**config.mk**
```make
export PLATFORM = sky130hd
export DESIGN_NAME = image_stream
export DESIGN_NICKNAME = d
export VERILOG_FILES = /design/src/rtl/image_stream.sv
export SDC_FILE = /design/constraint.sdc
export NUM_CORES = 1
export LEC_CHECK = 0
export CORE_ASPECT_RATIO = 0.6
export CORE_UTILIZATION = 40
export CTS_BUF_LIST = sky130_fd_sc_hd__clkbuf_4 sky130_fd_sc_hd__clkbuf_8 sky130_fd_sc_hd__clkbuf_16
export CTS_CLUSTER_DIAMETER = 100
export DETAILED_ROUTE_END_ITERATION = 16
export SYNTH_ARGS = -nofsm -noshare
export SYNTH_HDL_FRONTEND = slang
export SYNTH_SLANG_ARGS = --single-unit
```
**constraint.sdc**
```tcl
create_clock -name clk -period 2.9 [get_ports clk]
set_clock_uncertainty 0.1 [all_clocks]
set_input_delay 0.87 -clock clk [delete_from_list [all_inputs] [get_ports clk]]
set_output_delay 0.87 -clock clk [all_outputs]
set_load 0.02 [all_outputs]
```
**src/rtl/image_stream.sv**
```systemverilog
// Image-side transmitter: pulls pixel words from the image buffer and streams them to the
// layers block in windows of beat_nb beats, win_nb windows per run, through an output register plus skid.
//
// state | meaning
// IDLE  | waiting for start; configuration writes accepted
// RUN   | accepting upstream words, tagging the last beat of each window
// DRAIN | final word accepted; emptying skid and output register
// FIN   | run complete; done pulses on the following cycle
module image_stream #(
    parameter int                    CFG_DWIDTH = 32,
    parameter int                    CFG_AWIDTH = 5,
    parameter int                    GROUP_NB   = 4,
    parameter int                    IMG_WIDTH  = 16,
    parameter logic [CFG_AWIDTH-1:0] CFG_STREAM = 3
) (
    input  logic                          clk,
    input  logic                          rst,
    input  logic [CFG_DWIDTH-1:0]         cfg_data,
    input  logic [CFG_AWIDTH-1:0]         cfg_addr,
    input  logic                          cfg_valid,
    input  logic                          start,
    output logic                          busy,
    output logic                          done,
    input  logic [GROUP_NB*IMG_WIDTH-1:0] src_bus,
    input  logic                          src_val,
    output logic                          src_rdy,
    output logic [GROUP_NB*IMG_WIDTH-1:0] image_bus,
    output logic                          image_last,
    output logic                          image_val,
    input  logic                          image_rdy
);

    localparam int BW = GROUP_NB * IMG_WIDTH;

    typedef enum logic [3:0] {
        S_IDLE  = 4'b0001,
        S_RUN   = 4'b0010,
        S_DRAIN = 4'b0100,
        S_FIN   = 4'b1000
    } state_t;

    state_t          state_q;
    logic [15:0]     beat_nb_q, win_nb_q;
    logic [15:0]     run_beat_q, run_win_q;
    logic [15:0]     beat_cnt_q, beat_cnt_d;
    logic [15:0]     win_cnt_q, win_cnt_d;
    logic            final_q, final_d;
    logic            src_rdy_q, busy_q, done_q;
    logic            out_val_q, out_val_d;
    logic            out_last_q, out_last_d;
    logic [BW-1:0]   out_data_q, out_data_d;
    logic            skid_full_q, skid_full_d;
    logic            skid_last_q, skid_last_d;
    logic [BW-1:0]   skid_data_q, skid_data_d;
    logic            up, last_tag, cfg_wr;

    assign cfg_wr = cfg_valid && (cfg_addr == CFG_STREAM) && (state_q == S_IDLE);

    always_comb begin
        up          = src_val & src_rdy_q;
        last_tag    = (beat_cnt_q == run_beat_q - 16'd1);
        beat_cnt_d  = beat_cnt_q;
        win_cnt_d   = win_cnt_q;
        final_d     = final_q;
        out_val_d   = out_val_q;
        out_data_d  = out_data_q;
        out_last_d  = out_last_q;
        skid_full_d = skid_full_q;
        skid_data_d = skid_data_q;
        skid_last_d = skid_last_q;

        if (up) begin
            if (last_tag) begin
                beat_cnt_d = '0;
                win_cnt_d  = win_cnt_q + 16'd1;
                if (win_cnt_q == run_win_q - 16'd1)
                    final_d = 1'b1;
            end else begin
                beat_cnt_d = beat_cnt_q + 16'd1;
            end
        end

        // Output register frees up when empty or draining this cycle; skid always has priority.
        if (!out_val_q || image_rdy) begin
            if (skid_full_q) begin
                out_val_d   = 1'b1;
                out_data_d  = skid_data_q;
                out_last_d  = skid_last_q;
                skid_full_d = up;
                if (up) begin
                    skid_data_d = src_bus;
                    skid_last_d = last_tag;
                end
            end else begin
                out_val_d = up;
                if (up) begin
                    out_data_d = src_bus;
                    out_last_d = last_tag;
                end
            end
        end else if (up) begin
            skid_full_d = 1'b1;
            skid_data_d = src_bus;
            skid_last_d = last_tag;
        end
    end

    always_ff @(posedge clk or negedge rst) begin
        if (!rst) begin
            state_q     <= S_IDLE;
            beat_nb_q   <= '0;
            win_nb_q    <= '0;
            run_beat_q  <= '0;
            run_win_q   <= '0;
            beat_cnt_q  <= '0;
            win_cnt_q   <= '0;
            final_q     <= 1'b0;
            src_rdy_q   <= 1'b0;
            busy_q      <= 1'b0;
            done_q      <= 1'b0;
            out_val_q   <= 1'b0;
            out_data_q  <= '0;
            out_last_q  <= 1'b0;
            skid_full_q <= 1'b0;
            skid_data_q <= '0;
            skid_last_q <= 1'b0;
        end else begin
            beat_cnt_q  <= beat_cnt_d;
            win_cnt_q   <= win_cnt_d;
            final_q     <= final_d;
            out_val_q   <= out_val_d;
            out_data_q  <= out_data_d;
            out_last_q  <= out_last_d;
            skid_full_q <= skid_full_d;
            skid_data_q <= skid_data_d;
            skid_last_q <= skid_last_d;
            done_q      <= (state_q == S_FIN);

            if (cfg_wr) begin
                beat_nb_q <= cfg_data[15:0];
                win_nb_q  <= cfg_data[31:16];
            end

            case (state_q)
                S_IDLE: begin
                    src_rdy_q <= 1'b0;
                    if (start) begin
                        // Snapshot the counts so a coincident cfg write only affects the next run.
                        run_beat_q <= beat_nb_q;
                        run_win_q  <= win_nb_q;
                        beat_cnt_q <= '0;
                        win_cnt_q  <= '0;
                        final_q    <= 1'b0;
                        busy_q     <= 1'b1;
                        if (beat_nb_q == 16'd0 || win_nb_q == 16'd0) begin
                            state_q <= S_FIN;
                        end else begin
                            state_q   <= S_RUN;
                            src_rdy_q <= 1'b1;
                        end
                    end
                end
                S_RUN: begin
                    if (final_d) begin
                        state_q   <= S_DRAIN;
                        src_rdy_q <= 1'b0;
                    end else begin
                        src_rdy_q <= ~skid_full_d;
                    end
                end
                S_DRAIN: begin
                    src_rdy_q <= 1'b0;
                    if (!skid_full_d && !out_val_d)
                        state_q <= S_FIN;
                end
                S_FIN: begin
                    src_rdy_q <= 1'b0;
                    busy_q    <= 1'b0;
                    state_q   <= S_IDLE;
                end
                default: begin
                    src_rdy_q <= 1'b0;
                    busy_q    <= 1'b0;
                    state_q   <= S_IDLE;
                end
            endcase
        end
    end

    assign busy       = busy_q;
    assign done       = done_q;
    assign src_rdy    = src_rdy_q;
    assign image_val  = out_val_q;
    assign image_bus  = out_data_q;
    assign image_last = out_last_q;

endmodule

```
==> flow_summary.json, run 1 <==
{
  "status": "finished, violations left",
  "violations": "setup timing",
  "ff2ff_setup_slack_ns": -0.04,
  "wl_per_cell_um": 18.76,
  "drv_slew": 0,
  "numCtsBuffers": 24,
  "grt_pass1_vias": 8586,
  "design.core.area_sq_um": 26940,
  "slew_headroom_pct": 60.06,
  "vias": 8887,
  "ant_nets": 0,
  "grt_max_degree": 64,
  "cp_slowest_cell": "or4_4",
  "placed_area_sq_um": 14070,
  "drc": 0,
  "final_nets": 1406,
  "clk_latency_ns": 0.53,
  "crit_chain": "or4_4, buf_6, or4_1, a21o_1, a21bo_4, or2_1, or3_4, a21oi_2",
  "crit_family": "simple AND/OR/NAND/NOR gates",
  "place_ws_ns": -0.1201,
  "cts_buffer_depth": 3,
  "routed_via_density": 5.322,
  "critical_path.max_fanout": 7,
  "hold_violations": 0,
  "synth_cells": 1045,
  "die_h_um": 131.5,
  "ys_types": 63,
  "rsz0062_at_grt": "true",
  "worst_slack_ns": -0.04482,
  "die_w_um": 217.8,
  "finalSetupViolations": 23,
  "clkSlewWorstSetupHoldPaths_ns": 0.06,
  "start_util_pct": 41.49,
  "crit_cells": 8,
  "yosysWarnings": 0,
  "tightest_slew_ns": 0.5936,
  "cts_tree": "done",
  "ir_worst_vdd_uv": 559.5,
  "first_iter_violations": 711,
  "fin_crit_ns": 2.945,
  "required_ns": 3.26,
  "rows": 46,
  "worstPathArrival_ns": 3.30,
  "synth-edff-count": 0,
  "clock-sinks": 236,
  "antenna_found_initial": 2,
  "grt_first_pass_wirelength_um": 49720,
  "layout_common_cells": "dfrtp_1 (234), nand2_1 (184), clkdlybuf4s50_1 (174)",
  "synth.ff_latch_count": 236,
  "max_freq_mhz": 339.6,
  "max_stage_delay_ns": 0.56,
  "synth.avg_cell_area_sq_um": 10.70,
  "start_kind": "register",
  "max-cap-violations": 0,
  "io_pins": 176,
  "final_area_sq_um": 15340,
  "grt_overflow": 0,
  "synth-seq-area-share_pct": 52.85,
  "rr_worst_depth": 8,
  "root_buffer": "clkbuf_16",
  "reg2reg_to": "win_cnt_q[4]",
  "powerDensity_nw_per_um2": 1035,
  "endpoint_kind": "register",
  "area_growth_pct": 37.22,
  "netlist_area_sq_um": 11180,
  "routabilityCongestion": 0.8974,
  "final_common_cell": "dfrtp_1",
  "endpoint": "win_cnt_q[4]",
  "drt_first_pass_iters": 5,
  "cts_max_level": 1,
  "track_usage_pct": 21.97,
  "hold_path_class": "in -> async",
  "crit_path_start": "run_beat_q[1]",
  "ys.flop_type": "dfrtp_1",
  "dp_hpwl_um": 22350,
  "async_flop_share_pct": 100.0,
  "crit_buf_inv": 1,
  "timing.final.crit_share_pct": 101.5,
  "wl_um": 31330,
  "worst-setup-path-type": "reg -> reg",
  "syn_nets": 1156,
  "r2r_start": "run_beat_q[1]",
  "hold_ws_ns": 0.1881,
  "die-area_sq_um": 28640,
  "io_buffers": 175,
  "drive_gt1_share_pct": 24.43,
  "antenna_cells": 0,
  "cts_hold_buf": 0,
  "power_leakage_uw": 0.006770
}
through the flow:
stage	util, %	TNS (ns)	std cells	power, uW
floorplan	-	-0.3723	1045	8849
global placement	52.25	-0.3838	1611	11720
detailed placement	52.25	-1.369	1611	11860
CTS	55.71	0	1664	15430
global route	56.94	-3.196	1670	16830
finish	56.94	-0.4707	1670	15880
kinds of logic after synthesis:
logic type | count (synthesis) | share of synthesized area (%)
AND/OR/NAND/NOR | 374 | 16.36
flip-flops | 236 | 52.85
multiplexers | 171 | 16.40
AO/OA/AOI/OAI | 144 | 7.870
buffers and inverters | 69 | 2.396
XOR/XNOR | 47 | 3.683
adder cells (fa/ha/maj) | 4 | 0.4478
timing repair:
action | in CTS | in global routing
cloned | 2 | 1
pin swaps | 15 | 36
setup endpoints to repair | 32 | 35
endpoints found under the hold margin | 0 | 0
gates resized for setup | 15 | 71
buffers inserted | 10 | 5
cells in the mapped netlist, types with 3 or more instances:
master	count	area [sq um]
or3_1	14	87.58
nand4_1	9	56.30
nand2_1	186	698.2
o21ai_0	81	405.4
inv_1	12	45.04
mux2i_1	74	740.7
nor2_1	37	138.9
o31ai_1	12	90.09
clkbuf_1	46	172.7
mux2_2	97	1092
and3_1	9	56.30
dfrtp_1	235	5881
or4_1	14	105.1
xor2_1	20	175.2
a31oi_1	3	18.77
nand3b_1	10	75.07
nor4b_1	3	26.28
o21a_1	3	22.52
nand3_1	22	110.1
buf_1	4	15.01
nor3_1	17	85.08
buf_2	7	35.03
and2_1	3	18.77
nor4_1	18	112.6
a21oi_1	17	85.08
nor3b_1	5	37.54
nor2b_1	3	18.77
ha_1	4	50.05
nand2b_1	12	75.07
xnor2_1	27	236.5
worst min-delay path by stage:
stage	from	slack (ns)	endpoint
after CTS	rst	0.20	skid_data_q[21]
after global routing	rst	0.20	skid_data_q[22]
after global placement	image_bus[53]	0.36	image_bus[53]
after detailed placement	image_bus[42]	0.37	image_bus[42]
after floorplan	skid_last_q	0.35	skid_last_q
final	rst	0.19	skid_data_q[22]
where the power goes:
| group | internal [uW] | switching, uW |
|---|---|---|
| Combinational | 3730 | 3960 |
| Clock | 1720 | 1300 |
| Sequential | 4360 | 807 |
flip-flops by register name, summed over array words and instances, names as in the netlist, 4 cells and up:
signal       count
win_cnt_q       16
skid_data_q     64
run_win_q       16
beat_cnt_q      16
image_bus       64
state_q          4
beat_nb_q       16
run_beat_q      16
win_nb_q        16
layout make-up:
class                   instances  area (sq um)
multi-input cells             742          5418
repair buffers                279          2745
clock buffers                  34         719.4
fillers                      2329         11600
flip-flops and latches        236          5911
clock inverters                 7         48.80
well taps                     360         450.4
inverters                      12         45.04
layer usage:
metal / vias to the layer above / track usage (%) / wire length [um]
li1: 4186 / - / -
met1: 4384 / 35.48 / 15710
met2: 281 / 28.11 / 12340
met3: 34 / 7.037 / 2896
met4: 2 / 3.380 / 370
met5: - / 0 / 13
No activity file was read; power rests on OpenSTA's default activity.
==> run 2: changes to the inputs <==
--- a/config.mk
+++ b/config.mk
@@ -9,6 +9,7 @@
 export CORE_UTILIZATION = 40
 export CTS_BUF_LIST = sky130_fd_sc_hd__clkbuf_4 sky130_fd_sc_hd__clkbuf_8 sky130_fd_sc_hd__clkbuf_16
 export CTS_CLUSTER_DIAMETER = 100
+export CTS_CLUSTER_SIZE = 20
 export DETAILED_ROUTE_END_ITERATION = 16
 export SYNTH_ARGS = -nofsm -noshare
 export SYNTH_HDL_FRONTEND = slang
==> flow_summary.json, run 2 (synthesis gave the netlist of run 1 again) <==
{
  "grt_first_pass_wirelength_um": 49070,
  "status": "finished, violations left",
  "power_leakage_uw": 0.006591,
  "rsz0062_at_grt": "true",
  "finalSetupViolations": 11,
  "timing.final.crit_share_pct": 101.6,
  "clk_latency_ns": 0.51,
  "reg2reg_to": "win_cnt_q[3]",
  "fin_crit_ns": 2.946,
  "drive_gt1_share_pct": 21.53,
  "finalPower_uw": 14920,
  "grt_overflow": 0,
  "slew_headroom_pct": 61.25,
  "hold_violations": 0,
  "vias": 8778,
  "root_buffer": "clkbuf_16",
  "worst-setup-path-type": "reg -> reg",
  "cts_tree": "done",
  "violations": "setup timing",
  "final_common_cell": "dfrtp_1",
  "cts_hold_buf": 0,
  "rows": 46,
  "grt_pass1_vias": 8483,
  "ant_nets": 0,
  "max_freq_mhz": 339.5,
  "first_iter_violations": 815,
  "final_nets": 1395,
  "worst_slack_ns": -0.04569,
  "cts_buffer_depth": 3,
  "die-area_sq_um": 28640,
  "grt_max_degree": 64,
  "worstPathArrival_ns": 3.27,
  "critical_path.max_fanout": 6,
  "ir_worst_vdd_uv": 552.9,
  "tightest_slew_ns": 0.5759,
  "clock-sinks": 236,
  "endpoint_kind": "register",
  "nFillCells": 2365,
  "design.core.area_sq_um": 26940,
  "start_util_pct": 41.49,
  "drt_first_pass_iters": 5,
  "die_h_um": 131.5,
  "required_ns": 3.22,
  "ff2ff_setup_slack_ns": -0.05,
  "io_buffers": 175,
  "clkSlewWorstSetupHoldPaths_ns": 0.10,
  "die_w_um": 217.8,
  "dp_hpwl_um": 22350,
  "start_kind": "register",
  "drv_slew": 0,
  "routed_via_density": 5.317,
  "routabilityCongestion": 0.8974,
  "layout_common_cells": "dfrtp_1 (234), nand2_1 (184), clkdlybuf4s50_1 (174)",
  "wl_per_cell_um": 18.70,
  "drc": 0,
  "area_growth_pct": 32.88,
  "io_pins": 176,
  "numCtsBuffers": 15,
  "track_usage_pct": 21.61,
  "antenna_cells": 0,
  "cts_max_level": 1,
  "rr_worst_depth": 8,
  "hold_path_class": "in -> async",
  "max-cap-violations": 0,
  "wl_um": 30870,
  "antenna_found_initial": 2,
  "powerDensity_nw_per_um2": 1005,
  "r2r_start": "run_beat_q[2]",
  "hold_ws_ns": 0.2081
}
[run 2: changes by cell type in the layout (fill, tap and decap cells not counted), moves of 3 or more]
cell / delta
nor2_1: +14
clkinv_2: -5
nor2_4: -8
o21ai_0: +3
clkbuf_8: -7
a21oi_1: +4
a21oi_2: -4
clkbuf_4: +4
buf_6: -7
clkbuf_16: -9
o21ai_1: -3
nor2_2: -6
buf_4: +5
[run 2: worst max-delay path, cell delays in order, from the launching register on]
cell	delay (ns)
dfrtp_1	0.41
or4_4	0.56
o21a_1	0.20
or4_4	0.50
a31oi_4	0.25
buf_4	0.17
nand4_4	0.13
or3_1	0.37
a21oi_1	0.16
[run 2: worst max path at each step]
stage	start	end	slack, ns	cells past startpoint
after floorplan	run_beat_q[1]	win_cnt_q[2]	-0.03	11
after global placement	run_beat_q[1]	win_cnt_q[4]	-0.05	8
after detailed placement	run_beat_q[1]	win_cnt_q[12]	-0.12	10
after CTS	run_beat_q[1]	win_cnt_q[2]	-0.03	9
after global routing	run_beat_q[2]	win_cnt_q[14]	-0.10	8
final	run_beat_q[2]	win_cnt_q[3]	-0.05	8
[run 2: through the flow]
stage | worst slack, ns | instances | area [sq um] | TNS, ns | utilization [%]
6_report | -0.04569 | 1651 | 14850 | -0.1225 | 55.14
2_1_floorplan | -0.03411 | 1045 | 11260 | -0.3723 | -
3_3_place_gp | -0.05328 | 1611 | 14070 | -0.3838 | 52.25
4_1_cts | -0.03201 | 1645 | 14700 | -0.1370 | 54.56
3_5_place_dp | -0.1201 | 1611 | 14070 | -1.369 | 52.25
5_1_grt | -0.1006 | 1651 | 14850 | -1.808 | 55.14
[run 2: timing repair]
item | 4_1_cts | 5_1_grt
cloned | 1 | 1
gates resized for setup | 15 | 24
pin swaps | 9 | 15
setup buffers | 9 | 5
endpoints found under the setup margin | 33 | 35
[run 2: report_power, final]
part | internal (uW) | switching [uW] | leakage, uW
registers | 4350 | 806 | 0.00311
clock network | 1130 | 1150 | 0.000236
logic | 3670 | 3820 | 0.00324
total | 9140 | 5780 | 0.00659
[run 2: layout make-up]
class                           instances  area, sq um  share of cell area (%)
Tap cell                              360        450.4                   3.033
Inverter                               12        45.04                  0.3033
Multi-Input combinational cell        742         5275                   35.52
Sequential cell                       236         5911                   39.80
Clock inverter                          2        38.79                  0.2612
Clock buffer                           22        427.9                   2.881
Timing Repair Buffer                  277         2704                   18.21
[run 2: metal layers]
metal / global-route usage [%] / wire, um
met1: 35.04 / 15450
met3: 6.620 / 2941
met2: 27.74 / 12080
met4: 3.186 / 396
met5: 0 / 10
==> run 3: changes to the inputs <==
==> constraint.sdc (replaced) <==
create_clock -name clk -period 2.9 [get_ports clk]
set_clock_uncertainty 0.1 [all_clocks]
set_input_delay 0.58 -clock clk [delete_from_list [all_inputs] [get_ports clk]]
set_output_delay 0.58 -clock clk [all_outputs]
set_load 0.02 [all_outputs]
==> flow_summary.json, run 3 (synthesis gave the netlist of run 1 again) <==
{
  "first_iter_violations": 684,
  "hold_path_class": "reg -> reg",
  "multi_input_comb_area_sq_um": 5364,
  "final_nets": 1377,
  "clock-sinks": 236,
  "worst_slack_ns": -0.03242,
  "worstPathArrival_ns": 3.26,
  "hold_violations": 0,
  "cts_buffer_depth": 3,
  "ir_worst_vdd_uv": 663.5,
  "fin_cells": 1633,
  "wl_per_cell_um": 18.77,
  "io_buffers": 175,
  "nFillCells": 2360,
  "drive_gt1_share_pct": 21.32,
  "antenna_found_initial": 3,
  "grt_pass1_vias": 8335,
  "rows": 46,
  "cts_tree": "done",
  "grt_overflow": 0,
  "cts_max_level": 1,
  "tns_ns": -0.06017,
  "vias": 8749,
  "violations": "setup timing",
  "clk_latency_ns": 0.51,
  "finalSetupViolations": 2,
  "regArea_sq_um": 5911,
  "die_w_um": 217.8,
  "track_usage_pct": 21.64,
  "drc": 0,
  "powerDensity_nw_per_um2": 1011,
  "drt_first_pass_iters": 5,
  "grt_max_degree": 75,
  "drv_slew": 0,
  "die_h_um": 131.5,
  "start_util_pct": 41.49,
  "routed_via_density": 5.358,
  "area_growth_pct": 32.30,
  "worst-setup-path-type": "reg -> reg",
  "io_pins": 176,
  "place_inst": 1591,
  "routabilityCongestion": 0.8902,
  "status": "finished, violations left",
  "rsz0062_at_grt": "true",
  "clkSlewWorstSetupHoldPaths_ns": 0.09,
  "numCtsBuffers": 15,
  "critical_path.max_fanout": 8,
  "dp_hpwl_um": 21450,
  "max-cap-violations": 0,
  "layout_common_cells": "dfrtp_1 (234), nand2_1 (184), clkdlybuf4s50_1 (174)",
  "start_kind": "register",
  "fin_crit_ns": 2.932,
  "wl_um": 30660,
  "power_leakage_uw": 0.006476,
  "slew_headroom_pct": 58.00,
  "timing.final.crit_share_pct": 101.1,
  "root_buffer": "clkbuf_16",
  "design.core.area_sq_um": 26940,
  "endpoint_kind": "register",
  "ant_nets": 0,
  "max_freq_mhz": 341.0,
  "tightest_slew_ns": 0.6242,
  "final_common_cell": "dfrtp_1",
  "required_ns": 3.23,
  "die-area_sq_um": 28640,
  "grt_first_pass_wirelength_um": 48500
}
==> run 3: per-layer routing <==
layer	up-vias	global-route usage, %	share of wire [%]
met5	-	0	0.042
met4	2	3.574	1.4
met3	32	6.921	9.2
met2	258	27.25	38
met1	4326	35.22	51
li1	4131	-	-
==> run 3: power breakdown <==
part	internal [uW]	switching [uW]
Sequential	4350	786
Clock	1100	1140
Combinational	3650	3930
Total	9090	5860
==> run 3: timing repair <==
item,4_1_cts,5_1_grt
setup endpoints to repair,31,38
resized for setup,14,51
hold buffers,1,0
hold endpoints to repair,39,0
pin swaps,12,20
cloned,1,1
setup buffers,9,6
==> run 3: worst paths after layout <==
kind	cells after the start	start	end	slack (ns)
max	8	run_beat_q[1]	win_cnt_q[4]	-0.03
min	2	image_bus[2]	image_bus[2]	0.38
max reg2reg	8	run_beat_q[1]	win_cnt_q[4]	-0.03
min reg2reg	2	image_bus[2]	image_bus[2]	0.38
max in group asynchronous	3	rst	state_q[0]	1.50
min in group asynchronous	2	rst	image_bus[19]	0.46
==> run 3: critical path, cell delays in order (launching register included) <==
cell,delay (ns)
dfrtp_1,0.41
or4_4,0.55
buf_6,0.16
or4_4,0.47
a21o_1,0.22
a21bo_4,0.25
or2_0,0.24
or3_4,0.34
a21oi_2,0.12
==> run 3: metrics by stage <==
step	hold slack [ns]	setup slack, ns	area [sq um]	utilization (%)	total power (uW)
floorplan	0.1844	-0.03411	11260	-	8849
global placement	0.3606	-0.05282	13890	51.56	11630
detailed placement	0.3691	-0.09900	13890	51.56	11720
CTS	0.3881	-0.03654	14490	53.78	14380
global route	0.4114	-0.1542	14780	54.89	15860
finish	0.3824	-0.03242	14790	54.90	14950
==> run 3: area by class of cell <==
cell class                      count  area share (%)
Sequential cell                   236           39.97
Timing Repair Buffer              259           17.31
Inverter                           12          0.3046
Clock inverter                      2          0.2623
Tap cell                          360           3.046
Multi-Input combinational cell    742           36.28
Clock buffer                       20           2.792
Antenna cell                        2         0.03385
